$ cat config.mk
export PLATFORM = sky130hd
export DESIGN_NAME = find_top_bottom
export DESIGN_NICKNAME = d
export VERILOG_FILES = /design/src/rtl/find_top_bottom_pkg.sv /design/src/rtl/find_top_bottom_address_translator.sv /design/src/rtl/find_top_bottom.sv
export SDC_FILE = /design/constraint.sdc
export NUM_CORES = 1
export LEC_CHECK = 0
export CORE_ASPECT_RATIO = 2
export CORE_MARGIN = 1
export CORE_UTILIZATION = 46
export DETAILED_ROUTE_END_ITERATION = 10
export PLACE_DENSITY = 0.68
export SYNTH_ARGS = -nofsm -noshare
export SYNTH_HDL_FRONTEND = slang
export SYNTH_SLANG_ARGS = --single-unit
$ cat constraint.sdc
create_clock -name clk -period 2.59 [get_ports clk]
set_input_delay 0.6475 -clock clk [delete_from_list [all_inputs] [get_ports clk]]
set_output_delay 0.6475 -clock clk [all_outputs]
set_load 0.05 [all_outputs]
$ cat src/rtl/find_top_bottom_pkg.sv
// Shared constants for the star-extent pipeline: image geometry, background level,
// coordinate widths and the top/bottom finder state encoding.
package find_top_bottom_pkg;

   localparam int XSZ       = 3;
   localparam int YSZ       = 3;
   localparam int ADDR_SZ   = 6;
   localparam int COL_SZ    = 3;
   localparam int WIDTH     = 6;
   localparam int HEIGHT    = 6;
   localparam int THRESHOLD = 0;

   localparam logic [XSZ-1:0]    X_LAST = XSZ'(WIDTH - 1);
   localparam logic [YSZ-1:0]    Y_LAST = YSZ'(HEIGHT - 1);
   localparam logic [COL_SZ-1:0] BG_VAL = COL_SZ'(THRESHOLD);

   localparam logic [1:0] ST_IDLE  = 2'd0;
   localparam logic [1:0] ST_SCAN  = 2'd1;
   localparam logic [1:0] ST_DRAIN = 2'd2;
   localparam logic [1:0] ST_DONE  = 2'd3;

   // The extra sum bit keeps (first + last) from wrapping before the halving.
   function automatic logic [XSZ-1:0] mid_of(input logic [XSZ-1:0] a, input logic [XSZ-1:0] b);
      logic [XSZ:0] sum;
      sum = {1'b0, a} + {1'b0, b};
      return sum[XSZ:1];
   endfunction

endpackage

$ cat src/rtl/find_top_bottom_address_translator.sv
// Raster address from pixel coordinates: y*WIDTH + x with WIDTH = 6 done as y*4 + y*2 + x.
module address_translator
   import find_top_bottom_pkg::*;
(
   input  logic [XSZ-1:0]     x,
   input  logic [YSZ-1:0]     y,
   output logic [ADDR_SZ-1:0] mem_address
);

   logic [ADDR_SZ-1:0] y_ext;
   logic [ADDR_SZ-1:0] x_ext;

   assign y_ext       = ADDR_SZ'(y);
   assign x_ext       = ADDR_SZ'(x);
   assign mem_address = (y_ext << 2) + (y_ext << 1) + x_ext;

endmodule

$ cat src/rtl/find_top_bottom.sv
// Raster-scans the pixel RAM and reports the topmost/bottommost star rows and the
// midpoint column of the star pixels on the top row.
//
// state | meaning
// IDLE  | waiting for start; address held at 0
// SCAN  | one RAM read issued per cycle, x fastest
// DRAIN | consumes the read of the last pixel
// DONE  | results valid, done (and TopandBottomFound) pulse
module find_top_bottom
   import find_top_bottom_pkg::*;
(
   input  logic               clk,
   input  logic               resetn,
   input  logic               start,
   input  logic [COL_SZ-1:0]  pixVal,
   output logic [ADDR_SZ-1:0] mem_address,
   output logic [YSZ-1:0]     mostTop,
   output logic [YSZ-1:0]     mostBottom,
   output logic [XSZ-1:0]     midPix,
   output logic               noStar,
   output logic               done,
   output logic               TopandBottomFound
);

   logic [1:0]         state_q, state_d;
   logic [XSZ-1:0]     x_q, x_d;
   logic [YSZ-1:0]     y_q, y_d;
   logic [XSZ-1:0]     x_dly_q;
   logic [YSZ-1:0]     y_dly_q;
   logic               v_dly_q;
   logic               found_q, found_d;
   logic [YSZ-1:0]     top_q, top_d;
   logic [YSZ-1:0]     bot_q, bot_d;
   logic [XSZ-1:0]     first_q, first_d;
   logic [XSZ-1:0]     last_q, last_d;
   logic [YSZ-1:0]     most_top_q, most_bot_q;
   logic [XSZ-1:0]     mid_pix_q;
   logic               no_star_q;
   logic [ADDR_SZ-1:0] scan_addr;
   logic               start_scan;
   logic               star_hit;

   address_translator u_addr (
      .x           (x_q),
      .y           (y_q),
      .mem_address (scan_addr)
   );

   assign start_scan = (state_q == ST_IDLE) && start;
   assign star_hit   = v_dly_q && (pixVal != BG_VAL);

   always_comb begin
      state_d = state_q;
      x_d     = x_q;
      y_d     = y_q;
      case (state_q)
         ST_IDLE: begin
            if (start) begin
               state_d = ST_SCAN;
               x_d     = '0;
               y_d     = '0;
            end
         end
         ST_SCAN: begin
            if (x_q == X_LAST) begin
               x_d = '0;
               if (y_q == Y_LAST) begin
                  y_d     = '0;
                  state_d = ST_DRAIN;
               end else begin
                  y_d = y_q + YSZ'(1);
               end
            end else begin
               x_d = x_q + XSZ'(1);
            end
         end
         ST_DRAIN: state_d = ST_DONE;
         default:  state_d = ST_IDLE;
      endcase
   end

   // Next-state extent values feed the DONE capture directly so the last pixel, read in DRAIN, counts.
   always_comb begin
      found_d = found_q;
      top_d   = top_q;
      bot_d   = bot_q;
      first_d = first_q;
      last_d  = last_q;
      if (start_scan) begin
         found_d = 1'b0;
         top_d   = '0;
         bot_d   = '0;
         first_d = '0;
         last_d  = '0;
      end else if (star_hit) begin
         if (!found_q) begin
            found_d = 1'b1;
            top_d   = y_dly_q;
            first_d = x_dly_q;
            last_d  = x_dly_q;
         end else if (y_dly_q == top_q) begin
            last_d = x_dly_q;
         end
         bot_d = y_dly_q;
      end
   end

   always_ff @(posedge clk or negedge resetn) begin
      if (!resetn) begin
         state_q    <= ST_IDLE;
         x_q        <= '0;
         y_q        <= '0;
         x_dly_q    <= '0;
         y_dly_q    <= '0;
         v_dly_q    <= 1'b0;
         found_q    <= 1'b0;
         top_q      <= '0;
         bot_q      <= '0;
         first_q    <= '0;
         last_q     <= '0;
         most_top_q <= '0;
         most_bot_q <= '0;
         mid_pix_q  <= '0;
         no_star_q  <= 1'b0;
      end else begin
         state_q <= state_d;
         x_q     <= x_d;
         y_q     <= y_d;
         x_dly_q <= x_q;
         y_dly_q <= y_q;
         v_dly_q <= (state_q == ST_SCAN);
         found_q <= found_d;
         top_q   <= top_d;
         bot_q   <= bot_d;
         first_q <= first_d;
         last_q  <= last_d;
         if (state_q == ST_DRAIN) begin
            most_top_q <= found_d ? top_d : '0;
            most_bot_q <= found_d ? bot_d : '0;
            mid_pix_q  <= found_d ? mid_of(first_d, last_d) : '0;
            no_star_q  <= !found_d;
         end
      end
   end

   assign mem_address       = (state_q == ST_SCAN) ? scan_addr : '0;
   assign mostTop           = most_top_q;
   assign mostBottom        = most_bot_q;
   assign midPix            = mid_pix_q;
   assign noStar            = no_star_q;
   assign done              = (state_q == ST_DONE);
   assign TopandBottomFound = done && !no_star_q;

endmodule
**Word level (Yosys, flattened, before mapping)**

Index checks and enable logic that the tools add are counted.

- Reductions and logical operators: 11
- Mux-type cells: 28
- Eq/ne operators: 9
- Add/sub/neg operators: 5

Operators by type and width:

| kind | count |
|---|---|
| two-way mux 3 bit | 19 |
| case mux 3 bit (2 select lines) | 2 |
| adder 3 x 1 -> 3 bit (second input constant) | 2 |
| adder 5 x 4 -> 6 bit | 1 |
| adder 6 x 3 -> 6 bit | 1 |
| equality test 3 bit (second input constant) | 2 |
| two-way mux 2 bit | 3 |
| two-way mux 6 bit | 1 |
| != test 2 bit (second input constant) | 3 |
| case mux 2 bit (3 select lines) | 1 |
| AND reduction 3 bit | 2 |
| adder 3 x 3 -> 4 bit | 1 |
| equality test 2 bit (second input constant) | 2 |
| equality test 3 bit | 1 |
| logical AND 1 bit | 3 |
| nonzero test 3 bit | 1 |
| equality test 2 x 1 -> 1 bit (second input constant) | 1 |
| zero test 1 bit | 2 |
| zero test 2 bit | 1 |
| two-way mux 1 bit | 2 |
| AND reduction 2 bit | 1 |
| nonzero test 2 bit | 1 |

- Input port bits: 6
- Logic and storage cells: 68
- Output and inout port bits: 18
- Flip-flop bits (word level): 38

**Depth between registers and ports, before layout**

- Word-level depth: 7
- Mapped depth: 11

**Hierarchy**

Synthesis repeated with hierarchy kept, for this count alone.

- Cells, all modules: 179
- Area total of the unflattened synthesis: 1961.9 um^2

By module, submodules not included:

| module | area an instance (um^2) | cells each | times used | seq. area each (um^2) |
|---|---|---|---|---|
| find_top_bottom | 1799.2 | 159 | 1 | 950.9 |
| address_translator | 162.7 | 20 | 1 | 0.0 |

**Worst setup path after synthesis**

Ideal clock, no wire load.

- Path kind: reg-to-output
- Start point: register y_q[0]
- End point: output port mem_address[4]
- Arrival: 2290 ps
- Stages on the path, launching flop included: 6
- Buffers on the path: 0
- Data required time: 1942 ps
- Slack: -348 ps
- Cells stage by stage: dfrtp_1 -> fa_1 -> ha_1 -> fa_1 -> xnor2_1 -> nor2_1

- Longest elaborated chain between the ends: 3

RTL lines:

| element | line | RTL |
|---|---|---|
| from (decl) | find_top_bottom.sv:27 | `logic [YSZ-1:0] y_q, y_d;` |
| from (signal assigned) | find_top_bottom.sv:128 | `y_q <= y_d;` |
| adder 5 x 4 -> 6 bit | find_top_bottom_address_translator.sv:15 | `assign mem_address = (y_ext << 2) + (y_ext << 1) + x_ext;` |
| adder 6 x 3 -> 6 bit | find_top_bottom_address_translator.sv:15 |  |
| two-way mux 6 bit | find_top_bottom.sv:146 | `assign mem_address = (state_q == ST_SCAN) ? scan_addr : '0;` |
| to (decl) | find_top_bottom.sv:16 | `output logic [ADDR_SZ-1:0] mem_address,` |

No other way between the ends.

**Final worst setup path**

- Start point: register x_q[2]
- End point: output port mem_address[3]

- Longest elaborated chain between the ends: 2

RTL lines:

| element | line | RTL |
|---|---|---|
| from (decl) | find_top_bottom.sv:26 | `logic [XSZ-1:0] x_q, x_d;` |
| from (signal assigned) | find_top_bottom.sv:111 | `x_q <= '0;` |
| from (signal assigned) | find_top_bottom.sv:127 | `x_q <= x_d;` |
| adder 6 x 3 -> 6 bit | find_top_bottom_address_translator.sv:15 |  |
| two-way mux 6 bit | find_top_bottom.sv:146 |  |

No other way between the ends.

==> metrics.txt <==
metal2 WL 2180 µm; Tcrit/Tclk final 109%; top_reg_cell synth dfrtp_1; Via density roughly 5.2; Longest Clk Path Bufs 2; FF/Latch Area about 950 µm²; full die area around 0.0044 mm²; Max Slew Vio Count 0; core area 0.00392 mm²; vias in the first global route ~1400; CP Class reg2out; first-pass GRT wire length about 6300 µm; dpl hpwl between 2000 and 3000 µm; Vias roughly 1400; # rows 32; fin area between 0.002 and 0.003 mm²; largest fanout on the critical path 2; # setup viols final 3; DR WL met3 116 µm; Mean Syn Cell Area between 10 and 15 µm²; hold_buf cts 0; slew margin rel. between 60% and 70%; Worst-Skew Late Latency between 0.2 and 0.3 ns; DRT Pass-1 Iters 4; largest net degree at the start of global routing 39; Multi-input gate area approximately 960 µm²; hold path startpoint noStar; clk_skew 0.00340 ns; Final #Nets roughly 230; Metal-1 WL about 1500 µm; total grt overflow 0; final hold vios 0; RSZ-0062 raised after global routing true; outcome complete, but fails checks; Root Buffer clkbuf_8; RD Place Congestion between 0.9 and 1; mapped cell area 0.00191 mm²; port buffer count 23; H-tree depth 2; crit start category flip-flop; worst r2r src y_dly_q[0]; Finished Layout Cells around 260; Post-synth EDFFs 0; syn nets between 150 and 200; final worst slack -0.226 ns; Fmax 355 MHz; minimum clock period roughly 2.8 ns; initial antenna violation count 0; Max-Cap Viols 0; Die Span Y just over 90 µm; Starting Density roughly half; Async SR Flop Fraction between 90% and 100%; WL/cell 15.1 µm; Layout area overhead 31.1%; n_diodes 0; Leakage about 0.0012 µW; synth unique cells 38; critical path arrival roughly 2.2 ns; HP Class reg2reg; total track usage between 20% and 30%; Detailed Route Iter0 Violations 13; clock-pin slew of the registers on the worst-case setup and hold paths ~0.070 ns; CP required 1.94 ns; placed insts between 200 and 300; pwr dens about 1200 mW/mm²; detailed-route DRC error count 0; largest vdd supply drop between 0.0005 and 0.0006 V; Num Clock Sinks 38; CTS tree built; total power draw 2910 µW; num ports 24; crit path from x_q[2]; fillers around 350; CTS Buf Count 5; CP endpoint kind output port; YS warnings 0; sequential area share after synthesis 49.8%; placed cell area around 0.0023 mm²; layout cells sized above 1 between 20% and 30%; Routed Antenna Nets 0; failing checks setup timing; synthesized flop and latch total 38; final wirelength ~3900 µm; uppermost layer routed met4; Worst Tran Pin Value approximately 0.50 ns; Synth Instances around 170; die width 47.5 µm
[power breakdown]
group          internal (µW)  total [µW]  switching [µW]  leakage [µW]
logic                    643        1570             931      0.000656
registers                787         953             166      0.000509
clock network            181         380             199     0.0000438
[worst max-delay path: stages (launching register included)]
cell	delay, ns
dfrtp_1	0.42
fa_2	0.50
ha_4	0.18
fa_2	0.51
and2_4	0.14
buf_12	0.13
[worst paths after layout]
| check | end | slack, ns | cells after the start |
|---|---|---|---|
| max reg2reg | midPix[2] | 0.34 | 10 |
| min | noStar | 0.50 | 1 |
| max in group asynchronous | y_q[2] | 1.46 | 2 |
| min reg2reg | noStar | 0.50 | 1 |
| max | mem_address[3] | -0.23 | 5 |
| min in group asynchronous | midPix[1] | 0.79 | 2 |
[registers in the layout, summed over array words and instances (netlist names)]
name	flops
mostBottom	3
bot_q	3
top_q	3
first_q	3
y_q	3
y_dly_q	3
x_dly_q	3
state_q	2
mostTop	3
midPix	3
last_q	3
v_dly_q	1
found_q	1
x_q	3
noStar	1
[cells in the mapped netlist, drive strengths merged (2+ instances only)]
| master | count | share of area, % |
|---|---|---|
| dfrtp | 38 | 50 |
| nor2 | 18 | 4.4 |
| inv | 15 | 3.0 |
| mux2i | 13 | 6.8 |
| ha | 12 | 7.9 |
| nand2 | 10 | 2.4 |
| o21ai | 9 | 2.4 |
| a21oi | 6 | 1.6 |
| and2 | 5 | 1.6 |
| o31ai | 5 | 2.7 |
| clkbuf | 4 | 0.79 |
| o32ai | 4 | 3.0 |
| xor2 | 4 | 1.8 |
| fa | 3 | 3.1 |
| nand3 | 2 | 0.52 |
| nor2b | 2 | 0.66 |
| o21bai | 2 | 0.79 |
| o22ai | 2 | 0.66 |
[metrics by stage]
stage | util (%) | setup WS (ns) | TNS [ns] | hold WS [ns]
after CTS | 61.1 | -0.260 | -0.647 | 0.508
final | 63.8 | -0.226 | -0.517 | 0.503
after global placement | 58.7 | -0.208 | -0.542 | 0.488
after detailed placement | 58.7 | -0.279 | -0.819 | 0.491
after global routing | 63.8 | -0.293 | -0.716 | 0.539
after floorplan | - | -0.00293 | -0.00293 | 0.352
[cells by family (layout without fill, tap and decap cells)]
| group | Yosys count | count (layout) | synth area share [%] |
|---|---|---|---|
| adders and majority gates | 15 | 15 | 11.0 |
| buffers and inverters | 20 | 61 | 4.13 |
| muxes | 14 | 14 | 7.41 |
| AOI/OAI and AO/OA | 35 | 35 | 14.0 |
| DFF | 38 | 38 | 49.8 |
| and+or+nand+nor | 42 | 42 | 11.3 |
| xor gates and xnor gates | 5 | 5 | 2.29 |
[cell type report]
cell class              instances  area share [%]
well taps                      51            2.55
flip-flops and latches         38            38.0
clock buffers                   5            2.75
multi-input cells             111            38.4
repair buffers                 39            15.5
clock inverters                 2           0.400
inverters                      15            2.45
[cell usage in the layout (no fill, tap or decap), types with 3 or more instances in the layout]
cell and n:
clkdlybuf4s50_1 16, ha_1 9, o31ai_1 4, a21oi_1 4, buf_12 3, o32ai_2 3
nor2_1 14, ha_4 3, nand2_1 8, mux2i_1 13, o21ai_0 9, xor2_1 4
buf_6 3, fa_2 3, dfrtp_1 38, inv_1 12, clkbuf_8 5, buf_4 16
and2_1 4
[timing repair]
action                                  CTS  global route
buffers inserted                          0             4
gates resized for setup                   4            18
pin swaps                                 4             8
endpoints found under the setup margin    3             6
[per-layer routing]
metal	global-route usage [%]	vias up
met5	0	-
met4	13.0	0
met3	4.05	13
met2	33.6	37
met1	21.5	663
li1	-	653
Note: power is estimated with default switching activity, not from simulation.
